**src/rtl/adc_avg_compare.sv**
```systemverilog
`default_nettype none
// ============================================================================
// Module   : adc_avg_compare
// Brief    : Averages windows of ADC samples and flags new maxima against LV.
// Revision : 1.0 - initial release
// ============================================================================
module adc_avg_compare #(
  parameter int DATA_W   = 12,
  parameter int AVG_LOG2 = 2,
  parameter int HYST     = 2
) (
  input  logic              clk,
  input  logic              rst_n,
  input  logic              sample_valid,
  input  logic [DATA_W-1:0] sample,
  input  logic [DATA_W-1:0] lv,
  input  logic              clear,
  output logic [DATA_W-1:0] pv,
  output logic              avg_valid,
  output logic              gt,
  output logic              busy
);

  localparam int                  c_ACC_W    = DATA_W + AVG_LOG2;
  localparam logic [AVG_LOG2-1:0] c_CNT_LAST = '1;
  localparam logic [DATA_W:0]     c_HYST     = (DATA_W + 1)'(HYST);

  logic [c_ACC_W-1:0]  r_acc;
  logic [AVG_LOG2-1:0] r_cnt;
  logic                r_first;
  logic [DATA_W-1:0]   r_pv;
  logic                r_avg_valid;
  logic                r_gt;

  logic [c_ACC_W-1:0]  w_sum;
  logic [DATA_W-1:0]   w_avg;
  logic                w_last;
  logic                w_gt;

  // Accumulator is sized so a full window of max-scale samples never overflows.
  assign w_sum  = r_acc + c_ACC_W'(sample);
  assign w_avg  = w_sum[c_ACC_W-1:AVG_LOG2];
  assign w_last = sample_valid && (r_cnt == c_CNT_LAST);
  // One extra bit keeps LV + HYST from wrapping near full scale.
  assign w_gt   = r_first || ({1'b0, w_avg} > ({1'b0, lv} + c_HYST));

  always_ff @(posedge clk or negedge rst_n) begin
    if (!rst_n) begin
      r_acc       <= '0;
      r_cnt       <= '0;
      r_first     <= 1'b1;
      r_pv        <= '0;
      r_avg_valid <= 1'b0;
      r_gt        <= 1'b0;
    end else begin
      r_avg_valid <= 1'b0;
      r_gt        <= 1'b0;
      if (clear) begin
        r_acc   <= '0;
        r_cnt   <= '0;
        r_first <= 1'b1;
      end else if (sample_valid) begin
        if (w_last) begin
          r_pv        <= w_avg;
          r_avg_valid <= 1'b1;
          r_gt        <= w_gt;
          r_acc       <= '0;
          r_cnt       <= '0;
          r_first     <= 1'b0;
        end else begin
          r_acc <= w_sum;
          r_cnt <= r_cnt + AVG_LOG2'(1);
        end
      end
    end
  end

  assign pv        = r_pv;
  assign avg_valid = r_avg_valid;
  assign gt        = r_gt;
  assign busy      = (r_cnt != '0);

endmodule
`default_nettype wire

```
**config.mk**
```make
export PLATFORM = sky130hd
export DESIGN_NAME = adc_avg_compare
export DESIGN_NICKNAME = d
export VERILOG_FILES = /design/src/rtl/adc_avg_compare.sv
export SDC_FILE = /design/constraint.sdc
export NUM_CORES = 1
export LEC_CHECK = 0
export ABC_AREA = 1
export BUFFER_PORTS_ARGS = -buffer_cell sky130_fd_sc_hd__buf_2
export CAP_MARGIN = 20
export CORE_ASPECT_RATIO = 0.8
export CORE_MARGIN = 2
export CORE_UTILIZATION = 25
export DETAILED_ROUTE_END_ITERATION = 7
export GPL_ROUTABILITY_DRIVEN = 1
export GPL_TIMING_DRIVEN = 0
export SETUP_SLACK_MARGIN = 0.02
export SYNTH_ARGS = -nofsm -noshare
export SYNTH_HDL_FRONTEND = slang
export SYNTH_SLANG_ARGS = --single-unit
```
**constraint.sdc**
```tcl
create_clock -name clk -period 2.9 [get_ports clk]
set_input_delay 0.29 -clock clk [delete_from_list [all_inputs] [get_ports clk]]
set_output_delay 0.29 -clock clk [all_outputs]
set_load 0.02 [all_outputs]
```
==> results.ini <==
[status]
status=complete, no violations

[clock_tree]
path_clk_slew_ps=50
cts_num_sinks=31
ctsHoldBuffers=0
root_buffer=clkbuf_16
cts_tree=yes
cts_max_level=2
cts_buffers=5
clk_latency_ps=270
cts.path.max_buffers=2

[route]
wire_per_inst_um=12.0
viasPerCell=4.28
postRouteAntennaNets=0
drc=0
wl_um=5870
vias=2100
first_iter_violations=179
first_pass_iters=4

[setup_path]
critPathArrivalTime_ps=2850
crit_type=reg2reg
r2r-start=r_acc[0]$_DFFE_PN0P_
reg2regPathDepth=20
cpMostUsedCell=nand2_1
crit_slowest_cell=fa_1
cp_num_cells=20
crit_fanout=4
crit_buf_inv=3
start_kind=flop
cp.required_ps=3060
critical_path.top_delay_family=simple AND/OR/NAND/NOR gates
worstPathCellList=ha_1 > inv_1 > fa_1 > inv_2 > nand3_1 > nand3_4 > nand2_1 > nand2_1 > xor2_2 > ha_1 > nand2_1 > inv_1 > nand2_1 > nand2_1 > nand4_1 > nand2_1 > nand2_1 > nand3_1 > nand2_2 > a21oi_2
critPathMaxStageDelay_ps=410
end_kind=flop
cp-startpoint=r_acc[0]$_DFFE_PN0P_

[synth]
synthCells=324
syn_nets=377
synth_seq_cells=31
synth_cell_types=29
yosysSeqAreaShare_pct=32.8
synthesis.area_um2=2370
ys_top_cells_by_count=99 x nand2_1, 49 x inv_1, 30 x dfrtp_1
synthTopCellsByArea=dfrtp_1 32%, nand2_1 16%, ha_1 13%
synth_edf_count=0
yosys.area.top_type=dfrtp_1
synthFlopType=dfrtp_1
async_flop_share_pct=100
synth.avg_cell_area_um2=7.31
netlist.area_leader.share_pct=31.7
synth_most_common_cell=nand2_1
ys_warn_count=0

[place]
port_buffers=42
dp_hpwl_um=4780
place_congestion=0.882

[power_and_ir_drop]
intPower_mw=1.13
clkPwrFrac_pct=30.1
switchingPower_uw=660
power_leakage_nw=1.62
p_per_area_nw_per_um2=599
vdd_drop_max_mv=0.611
p_total_mw=1.79
sw_frac_of_total_pct=36.8
seq_power_share_pct=30.4
combPwrFrac_pct=39.5

[timing]
final.min_clock_period_ps=2690
clock_skew_ps=3.15
slew_headroom_pct=54.3
hold_viol=0
tightestPinTransition_ps=685
fmax_ghz=0.371
period_share_pct=92.8
fin_tns_setup_ps=0
grt_setup_unrepaired=no
slew_viol_final=0
setup_viol=0

[worst_hold_path]
min_path_type=in2async

[die]
core_area_um2=9110
num_rows=31
fp.dieW_um=113
die_h_um=91.0
ios=43
die-area_um2=10300
start_util_pct=26.0

[global_route]
overflow=0
grt_pass1_vias=1942
grt_max_degree=32
grt_pass1_wl_um=9160
grt_antenna_before_repair=0
globalRouteTotalUtil_pct=11.3

[final_layout]
final_util_pct=32.8
drive_gt1_share_pct=23.1
fill_cells=975
nNetsFinal=428
n_antenna_cell=0
area_growth_pct=26.2

[job]
drv_cap=0

-- flip-flops by register name, summed over array words and instances, names as in the netlist --
name       count
r_acc         14
pv            12
r_cnt          2
avg_valid      1
gt             1
r_first        1
-- worst reg2reg max path, cell delays in order (launching register included) --
cell     delay (ps)
dfrtp_1         350
ha_1            170
inv_1            60
fa_1            410
inv_2            90
nand3_1         110
nand3_4         120
nand2_1          60
nand2_1         100
xor2_2          190
ha_1            270
nand2_1          70
inv_1            50
nand2_1          60
nand2_1          50
nand4_1          80
nand2_1          60
nand2_1          50
nand3_1          90
nand2_2         100
a21oi_2          50
-- stage by stage --
| stage | hold WS, ps | instances | setup slack [ps] | area, um^2 |
|---|---|---|---|---|
| after CTS | 76.5 | 489 | 20.9 | 2880 |
| final | 57.7 | 491 | 208 | 2990 |
| after detailed placement | 370 | 481 | 7.41 | 2720 |
| after global routing | 105 | 491 | 14.4 | 2990 |
| after global placement | 365 | 481 | 32.7 | 2720 |
| after floorplan | -5.59 | 324 | 483 | 2370 |
-- final timing paths --
path,to,slack (ps)
worst min-delay path,pv[4]$_DFFE_PN0P_,60
worst max-delay path,gt$_DFF_PN0_,210
min in group clk,r_first$_DFFE_PN1P_,280
worst min register to register,pv[7]$_DFFE_PN0P_,470
worst max register to register,gt$_DFF_PN0_,210
max in group asynchronous,pv[3]$_DFFE_PN0P_,2400
-- logic make-up (layout without fill, tap and decap cells) --
logic type	Yosys count	after routing	share of synthesized area (%)
XOR/XNOR	16	16	6.55
AND/OR/NAND/NOR	155	155	28.2
AO/OA/AOI/OAI	42	42	10.0
flip-flops	31	31	32.8
buffers and inverters	55	107	8.88
adder cells (fa/ha/maj)	25	25	13.5
-- repair_timing --
| action | 4_1_cts | 5_1_grt |
|---|---|---|
| resized for setup | 0 | 15 |
| endpoints found under the setup margin | 0 | 1 |
| setup buffers | 0 | 2 |
| endpoints found under the hold margin | 0 | 0 |
-- per-layer routing --
| layer | up-vias | wire length (um) | GRT usage [%] |
|---|---|---|---|
| li1 | 1120 | - | - |
| met1 | 938 | 3220 | 17.2 |
| met2 | 37 | 2390 | 16.3 |
| met3 | 5 | 201 | 2.00 |
| met4 | 0 | 59 | 2.85 |
| met5 | - | 0 | 0 |
-- area by class of cell --
type	instances	area [um^2]	share of cell area (%)
multi-input cells	238	1470	49.4
flip-flops and latches	31	777	26.0
repair buffers	44	225	7.54
inverters	52	195	6.54
clock buffers	8	156	5.24
well taps	115	144	4.82
plain buffers	3	15.0	0.503
-- cell usage in the layout, fill, tap and decap left out --
master and instances:
nand2_1 97, xnor2_1 4, dfstp_2 1, o21ai_2 2, buf_2 42, nand3_1 13, o21ai_0 20, a21boi_0 1
clkbuf_8 2, a21oi_2 2, nand3b_1 1, buf_4 3, dfrtp_1 30, clkbuf_1 3, nand4_1 7, fa_1 1
ha_1 19, o21ai_1 1, xor2_2 4, nor2_2 3, inv_2 4, nand3_2 1, clkbuf_16 5, and2_1 1
a22o_1 3, inv_1 48, nand3_4 1, ha_4 5, nand2_2 11, nor2_1 19, a21oi_1 11, or2_2 1
o22ai_1 2, xor2_1 8
-- power groups by stage --
stage	clock, mW	sequential, mW	combinational (mW)
final	0.538	0.545	0.707
after detailed placement	0	0.546	0.664
after global routing	0.568	0.553	0.799
after floorplan	0	0.592	0.412
after global placement	0	0.545	0.649
after CTS	0.550	0.541	0.665
(Power assumes the default switching activity.)
